==> src/rtl/axi_arb_pkg.sv <==
// Shared arbiter definitions for the read and write AXI arbiters.
// Contents:
//   width_of       - index width for a count of n items (minimum 1 bit)
//   r_own_state_e  - per-master R ownership FSM states
//   order_entry_t  - outstanding-order entry {master, id}, fields sized to the widest user
//   rr_pick        - round-robin search from a start pointer, modulo n
package axi_arb_pkg;

    localparam int ENTRY_FIELD_W = 8;
    localparam int RR_MAX        = 16;

    function automatic int width_of(input int n);
        return (n > 1) ? $clog2(n) : 1;
    endfunction

    typedef enum logic {
        R_IDLE   = 1'b0,
        R_LOCKED = 1'b1
    } r_own_state_e;

    typedef struct packed {
        logic [ENTRY_FIELD_W-1:0] master;
        logic [ENTRY_FIELD_W-1:0] id;
    } order_entry_t;

    typedef struct packed {
        logic                     found;
        logic [ENTRY_FIELD_W-1:0] idx;
    } rr_result_t;

    // First set bit of req[0..n-1] at or after ptr, wrapping at n.
    function automatic rr_result_t rr_pick(input logic [RR_MAX-1:0] req,
                                           input int n, input int ptr);
        rr_result_t r;
        int         c;
        r = '0;
        for (int i = 0; i < RR_MAX; i++) begin
            if (i < n && !r.found) begin
                c = (ptr + i) % n;
                if (req[c]) begin
                    r.found = 1'b1;
                    r.idx   = ENTRY_FIELD_W'(c);
                end
            end
        end
        return r;
    endfunction

endpackage

==> src/rtl/read_order_fifo.sv <==
// In-order record of outstanding reads for one slave.
// Ports:
//   clk, clr          - clock, async active-low reset (empties the FIFO)
//   push, push_data   - append an entry (ignored when full)
//   pop               - drop the head entry (ignored when empty)
//   head              - oldest entry
//   count/full/empty  - occupancy
module read_order_fifo
    import axi_arb_pkg::*;
#(
    parameter  int DEPTH = 2,
    localparam int CW    = $clog2(DEPTH + 1),
    localparam int PW    = width_of(DEPTH)
) (
    input  logic          clk,
    input  logic          clr,
    input  logic          push,
    input  order_entry_t  push_data,
    input  logic          pop,
    output order_entry_t  head,
    output logic [CW-1:0] count,
    output logic          full,
    output logic          empty
);

    order_entry_t  mem [DEPTH];
    logic [PW-1:0] wr_ptr;
    logic [PW-1:0] rd_ptr;
    logic          push_ok;
    logic          pop_ok;

    function automatic logic [PW-1:0] ptr_inc(input logic [PW-1:0] p);
        return (p == PW'(DEPTH - 1)) ? '0 : p + PW'(1);
    endfunction

    assign full    = (count == CW'(DEPTH));
    assign empty   = (count == '0);
    assign push_ok = push && !full;
    assign pop_ok  = pop && !empty;
    assign head    = mem[rd_ptr];

    always_ff @(posedge clk or negedge clr) begin
        if (!clr) begin
            wr_ptr <= '0;
            rd_ptr <= '0;
            count  <= '0;
        end else begin
            if (push_ok) wr_ptr <= ptr_inc(wr_ptr);
            if (pop_ok)  rd_ptr <= ptr_inc(rd_ptr);
            if (push_ok && !pop_ok)      count <= count + CW'(1);
            else if (!push_ok && pop_ok) count <= count - CW'(1);
        end
    end

    always_ff @(posedge clk) begin
        if (push_ok) mem[wr_ptr] <= push_data;
    end

endmodule

==> src/rtl/read_arbiter.sv <==
// Read-side M-master / S-slave AXI arbiter.
// Ports:
//   clk, clr                          - clock, async active-low reset
//   AR_valid_f/AR_addr_f/AR_id_f      - per-master read requests
//   AR_grant_f                        - per-master AR accept (combinational)
//   AR_sel_f                          - per-master decoded slave index
//   R_valid_f/R_last_f/R_id_f         - per-slave read data
//   R_ready_f                         - per-master read-data ready
//   R_grant_f/R_sel_f                 - per-slave beat transfer and destination master
//   id_err_f                          - per-slave sticky returned-ID mismatch
//
// Per-master R ownership FSM:
//   state    | meaning
//   R_IDLE   | no burst in progress; ready slaves compete round-robin from rrr_ptr
//   R_LOCKED | mid-burst; only lock_slv may deliver beats to this master
module read_arbiter
    import axi_arb_pkg::*;
#(
    parameter  int M                     = 2,
    parameter  int S                     = 2,
    parameter  int NUM_OUTSTANDING_TRANS = 2,
    parameter  int ADDR_WIDTH            = 32,
    parameter  int SLAVE_SEL_LSB         = 16,
    localparam int IW                    = width_of(NUM_OUTSTANDING_TRANS),
    localparam int SW                    = width_of(S),
    localparam int MW                    = width_of(M),
    localparam int CW                    = $clog2(NUM_OUTSTANDING_TRANS + 1)
) (
    input  logic                    clk,
    input  logic                    clr,
    input  logic [M-1:0]            AR_valid_f,
    input  logic [M*ADDR_WIDTH-1:0] AR_addr_f,
    input  logic [M*IW-1:0]         AR_id_f,
    output logic [M-1:0]            AR_grant_f,
    output logic [M*SW-1:0]         AR_sel_f,
    input  logic [S-1:0]            R_valid_f,
    input  logic [S-1:0]            R_last_f,
    input  logic [S*IW-1:0]         R_id_f,
    input  logic [M-1:0]            R_ready_f,
    output logic [S-1:0]            R_grant_f,
    output logic [S*MW-1:0]         R_sel_f,
    output logic [S-1:0]            id_err_f
);

    logic [SW-1:0] ar_sel    [M];
    logic          ar_push   [S];
    logic [MW-1:0] ar_win    [S];
    logic [MW-1:0] rr_ptr    [S];
    order_entry_t  head      [S];
    logic [CW-1:0] fifo_cnt  [S];
    logic          full      [S];
    logic          empty     [S];
    logic [MW-1:0] hd_master [S];
    logic [IW-1:0] hd_id     [S];
    logic [S-1:0]  r_gnt_m   [M];
    logic [M-1:0]  ar_grant;
    logic [S-1:0]  r_grant;
    logic [S-1:0]  r_pop;
    logic [S-1:0]  id_err;
    logic          unused_addr;

    assign unused_addr = ^AR_addr_f;

    for (genvar m = 0; m < M; m++) begin : g_dec
        assign ar_sel[m]             = AR_addr_f[m*ADDR_WIDTH + SLAVE_SEL_LSB +: SW];
        assign AR_sel_f[m*SW +: SW]  = ar_sel[m];
    end

    for (genvar s = 0; s < S; s++) begin : g_slave
        logic [RR_MAX-1:0] ar_req;
        rr_result_t        ar_pick;
        order_entry_t      ar_entry;
        logic              unused_s;

        // A full FIFO blocks AR even when it pops this cycle.
        always_comb begin
            ar_req = '0;
            for (int m = 0; m < M; m++)
                ar_req[m] = AR_valid_f[m] && (ar_sel[m] == SW'(s)) && !full[s];
        end

        assign ar_pick    = rr_pick(ar_req, M, int'(rr_ptr[s]));
        assign ar_push[s] = ar_pick.found && clr;
        assign ar_win[s]  = ar_pick.idx[MW-1:0];

        always_comb begin
            ar_entry.master = ENTRY_FIELD_W'(ar_win[s]);
            ar_entry.id     = ENTRY_FIELD_W'(AR_id_f[int'(ar_win[s])*IW +: IW]);
        end

        read_order_fifo #(.DEPTH(NUM_OUTSTANDING_TRANS)) u_fifo (
            .clk       (clk),
            .clr       (clr),
            .push      (ar_push[s]),
            .push_data (ar_entry),
            .pop       (r_pop[s]),
            .head      (head[s]),
            .count     (fifo_cnt[s]),
            .full      (full[s]),
            .empty     (empty[s])
        );

        assign hd_master[s]         = head[s].master[MW-1:0];
        assign hd_id[s]             = head[s].id[IW-1:0];
        assign R_sel_f[s*MW +: MW]  = empty[s] ? '0 : hd_master[s];

        assign unused_s = ^{fifo_cnt[s], head[s].master[ENTRY_FIELD_W-1:MW],
                            head[s].id[ENTRY_FIELD_W-1:IW], ar_pick.idx[ENTRY_FIELD_W-1:MW]};
    end

    for (genvar m = 0; m < M; m++) begin : g_master
        r_own_state_e      state;
        r_own_state_e      state_nxt;
        logic [SW-1:0]     lock_slv;
        logic [SW-1:0]     lock_slv_nxt;
        logic [SW-1:0]     rrr_ptr;
        logic [SW-1:0]     rrr_ptr_nxt;
        logic [RR_MAX-1:0] r_req;
        rr_result_t        r_pick;
        logic [S-1:0]      r_gnt;
        logic              unused_pick;

        always_comb begin
            r_req = '0;
            for (int s = 0; s < S; s++)
                r_req[s] = R_valid_f[s] && !empty[s] && (hd_master[s] == MW'(m));
        end

        assign r_pick      = rr_pick(r_req, S, int'(rrr_ptr));
        assign unused_pick = ^r_pick.idx[ENTRY_FIELD_W-1:SW];

        always_ff @(posedge clk or negedge clr) begin
            if (!clr) begin
                state    <= R_IDLE;
                lock_slv <= '0;
                rrr_ptr  <= '0;
            end else begin
                state    <= state_nxt;
                lock_slv <= lock_slv_nxt;
                rrr_ptr  <= rrr_ptr_nxt;
            end
        end

        always_comb begin
            state_nxt    = state;
            lock_slv_nxt = lock_slv;
            rrr_ptr_nxt  = rrr_ptr;
            for (int s = 0; s < S; s++) begin
                if (r_gnt[s]) begin
                    if (R_last_f[s]) begin
                        state_nxt   = R_IDLE;
                        rrr_ptr_nxt = SW'((s + 1) % S);
                    end else begin
                        state_nxt    = R_LOCKED;
                        lock_slv_nxt = SW'(s);
                    end
                end
            end
        end

        always_comb begin
            r_gnt = '0;
            if (clr && R_ready_f[m]) begin
                if (state == R_LOCKED) begin
                    if (r_req[lock_slv]) r_gnt[lock_slv] = 1'b1;
                end else if (r_pick.found) begin
                    r_gnt[r_pick.idx[SW-1:0]] = 1'b1;
                end
            end
        end

        assign r_gnt_m[m] = r_gnt;
    end

    always_comb begin
        ar_grant = '0;
        for (int s = 0; s < S; s++)
            if (ar_push[s]) ar_grant[ar_win[s]] = 1'b1;
    end

    always_comb begin
        r_grant = '0;
        for (int m = 0; m < M; m++) r_grant = r_grant | r_gnt_m[m];
    end

    assign r_pop      = r_grant & R_last_f;
    assign AR_grant_f = ar_grant;
    assign R_grant_f  = r_grant;
    assign id_err_f   = id_err;

    always_ff @(posedge clk or negedge clr) begin
        if (!clr) begin
            id_err <= '0;
            for (int s = 0; s < S; s++) rr_ptr[s] <= '0;
        end else begin
            for (int s = 0; s < S; s++) begin
                if (ar_push[s]) rr_ptr[s] <= MW'((int'(ar_win[s]) + 1) % M);
                // Mismatched beats are still delivered; only the flag records them.
                if (r_grant[s] && (R_id_f[s*IW +: IW] != hd_id[s])) id_err[s] <= 1'b1;
            end
        end
    end

endmodule

==> config.mk <==
export PLATFORM = sky130hd
export DESIGN_NAME = read_arbiter
export DESIGN_NICKNAME = d
export VERILOG_FILES = /design/src/rtl/axi_arb_pkg.sv /design/src/rtl/read_order_fifo.sv /design/src/rtl/read_arbiter.sv
export SDC_FILE = /design/constraint.sdc
export NUM_CORES = 1
export LEC_CHECK = 0
export CORE_MARGIN = 8
export CORE_UTILIZATION = 32
export DETAILED_ROUTE_END_ITERATION = 6
export MAX_ROUTING_LAYER = met4
export PLACE_DENSITY = 0.74
export REMOVE_ABC_BUFFERS = 1
export SYNTH_ARGS = -nofsm -noshare
export SYNTH_HDL_FRONTEND = slang
export SYNTH_SLANG_ARGS = --single-unit
==> constraint.sdc <==
create_clock -name clk -period 2.1 [get_ports clk]
set_input_delay 0.63 -clock clk [delete_from_list [all_inputs] [get_ports clk]]
set_output_delay 0.63 -clock clk [all_outputs]
set_load 0.01 [all_outputs]
==> results.md <==
- Root Driver: clkbuf_8
- Yosys warning count: 0
- Pwr Density: around 1100 nW/um^2
- VDD IR-drop max: 0.6495 mV
- # DRC: 0
- Syn avg cell area: 10.94 um^2
- Bufs and invs on worst path: 2
- Sequential share of the synthesized area: between 50% and 60%
- Fin Hold WS: 353.8 ps
- Final period util: 113.7%
- Initial DRC count: 104
- Top cells by area, synth: dfrtp_1, edfxtp_1, mux2i_1
- Full die area: 6533 um^2
- Vias per inst: roughly 5.0
- N_diodes: 0
- Slew Limit Fails: 0
- Vias in the first global route: between 1000 and 1500
- Failing checks: negative setup slack
- PortBufs: 25
- Fin Setup TNS: -1554 ps
- Synth Flop Type: dfrtp_1
- R2R Path Start: g_slave[1].u_fifo.rd_ptr
- Synthesized area: 1345 um^2
- Worst skew pair latency: 270 ps
- CP Class: input pin to output pin
- Antenna violations before repair: 0
- Distinct cells, synth: 35
- Min cycle time layout: approximately 2400 ps
- Slew @ Worst Pin: just over 400 ps
- Cells on worst reg2reg path: 12
- First drt pass iteration count: 4
- Post-Layout Cell Count: approximately 240
- Worst R2R End: g_slave[0].u_fifo.rd_ptr
- CP Max Fanout: 2
- Most frequent cell after synthesis: dfrtp_1
- Fmax: 418.9 MHz
- Worst-path clk slew: 90 ps
- Required time of the critical path: 1470 ps
- Routed Antenna Nets: 0
- Dpl cell area: roughly 1900 um^2
- Routed len/inst: approximately 17 um
- Design area: approximately 2300 um^2
- Reg2reg setup slack: -260 ps
- Max-slew headroom: a little over 70%
- Total power: between 2 and 2.5 mW
- Global-route wire length before repair: about 6700 um
- Core area: between 4000 and 5000 um^2
- Grt total ovfl: 0
- Detailed Place HPWL: ~2800 um
- FFs w/ async S/R, synth: between 60% and 70%
- CP top delay family: simple AND/OR/NAND/NOR gates
- Critical path arrival: about 1800 ps
- Max cap viols: 0
- Post-synth EDFFs: 8
- CTS Buf Count: 3
- Nets: ~280
- Clock skew: slightly below 7 ps
- Chip width: 80.83 um
- Synth area leader: dfrtp_1
- Sink Count: 26
- H-tree levels: 1
- Hold_buf cts: 0
- Synthesized flop and latch total: 26
- Die H: around 81 um
- Syn-to-layout area delta: 67.53%
- CP cell instances: dlygate4sd2_1, o21ai_1, or4b_4, nand2_2, nand2_2, buf_6
- Largest stage delay, worst path: 520 ps
- Most common library cells after synthesis: dfrtp_1, nand2_1, nor2_1
- CTS tree: done
- Post-synth top area share: roughly 33%
- I/O pin total: approximately 90
- Worst setup SP type: input pin
- Clock Path Buffers: 2
- Most common cell on crit path: nand2_2
- Placed Cells: roughly 220
- Drt total wl: 4201 um
- GRT Util Overall: a little over an eighth
- Worst setup EP type: output pin
- Worst setup slack after layout: -287.4 ps
- Leakage: just over 1 nW
- RSZ-0062 raised after global routing: yes
- Critical-path top delay cell: or4b_4
- Initial Util: 33.39%
- Worst Hold Class: input pin to asynchronous set/reset pin
- Status: finished with violations
- Final Hold Fails: 0
- DR vias: about 1200
- GP Congestion: 0.9065
- Largest net degree at the start of global routing: 15
- Fraction of layout cells with a size suffix above 1: between 50% and 60%
- Cells after Synth: between 100 and 150
- Final setup violation count: 8
- Num rows: 23
worst max-delay path by stage:
stage | from | end | depth (start not counted)
2_1_floorplan | R_valid_f[0] | g_slave[1].u_fifo.count[1] | 8
3_3_place_gp | R_valid_f[1] | R_grant_f[0] | 6
3_5_place_dp | R_valid_f[1] | R_grant_f[0] | 6
4_1_cts | g_slave[1].u_fifo.rd_ptr | R_grant_f[1] | 5
5_1_grt | clr | g_slave[0].u_fifo.rd_ptr | 13
6_report | R_valid_f[1] | R_grant_f[0] | 6
layout by cell type (no fill, tap or decap), types with 2 or more instances in the layout:
master | netlist | layout
a21o_1 | 2 | 2
a2bb2oi_1 | 2 | 2
and2_1 | 2 | 2
buf_2 | 1 | 6
buf_4 | 2 | 40
buf_6 | 0 | 6
clkbuf_2 | 0 | 4
clkbuf_8 | 0 | 4
clkdlybuf4s50_1 | 0 | 10
dfrtp_1 | 18 | 17
dlygate4sd2_1 | 0 | 2
edfxtp_1 | 8 | 8
ha_4 | 0 | 2
inv_1 | 7 | 5
inv_2 | 0 | 2
mux2_2 | 2 | 2
mux2i_1 | 8 | 6
nand2_1 | 11 | 5
nand2_2 | 0 | 5
nand2b_1 | 6 | 2
nand2b_4 | 0 | 4
nor2_1 | 11 | 9
o21ai_0 | 8 | 7
or4_4 | 0 | 2
xnor2_1 | 6 | 6
xor2_1 | 6 | 4
xor2_2 | 0 | 2
cells by family after synthesis:
| logic type | count (synthesis) | share of synthesized area, % |
|---|---|---|
| AO/OA/AOI/OAI | 22 | 12.00 |
| flip-flops | 26 | 51.35 |
| AND/OR/NAND/NOR | 39 | 14.51 |
| XOR/XNOR | 12 | 7.814 |
| multiplexers | 11 | 8.744 |
| buffers and inverters | 11 | 3.720 |
| adder cells (fa/ha/maj) | 2 | 1.860 |
flip-flops by register name, indices dropped and copies added, names as in the netlist:
signal,count
rr_ptr,2
g_master.lock_slv,2
g_master.state,2
g_slave.u_fifo.wr_ptr,2
id_err_f,2
g_master.rrr_ptr,2
g_slave.u_fifo.count,4
g_slave.u_fifo.mem,8
g_slave.u_fifo.rd_ptr,2
per-layer routing:
layer,wire [um],up-vias,track usage [%]
li1,-,570,-
met3,110,6,2.208
met4,57,0,3.929
met5,0,-,-
met2,2372,26,26.30
met1,1660,625,12.99
what timing repair did:
item                                    4_1_cts  5_1_grt
cloned                                        1        0
buffers inserted                             12        8
pin swaps                                    13        9
endpoints found under the setup margin       17       14
gates resized for setup                      82       23
report_power, final:
part | internal (mW) | switching (mW) | total, mW
Sequential | 0.727 | 0.205 | 0.932
Clock | 0.168 | 0.161 | 0.329
Combinational | 0.692 | 0.531 | 1.22
final cells by class:
| type | count | area (um^2) |
|---|---|---|
| multi-input cells | 86 | 818.3 |
| well taps | 50 | 62.56 |
| clock buffers | 4 | 55.05 |
| inverters | 7 | 26.28 |
| fillers | 322 | 1775 |
| repair buffers | 71 | 599.3 |
| flip-flops and latches | 26 | 691.9 |
stage by stage:
step	utilization (%)	worst slack, ps
finish	55.93	-287.4
global route	55.93	-343.7
CTS	54.19	-300.9
detailed placement	45.96	-1033
global placement	45.96	-1020
floorplan	-	-196.2
(Power assumes the default switching activity.)
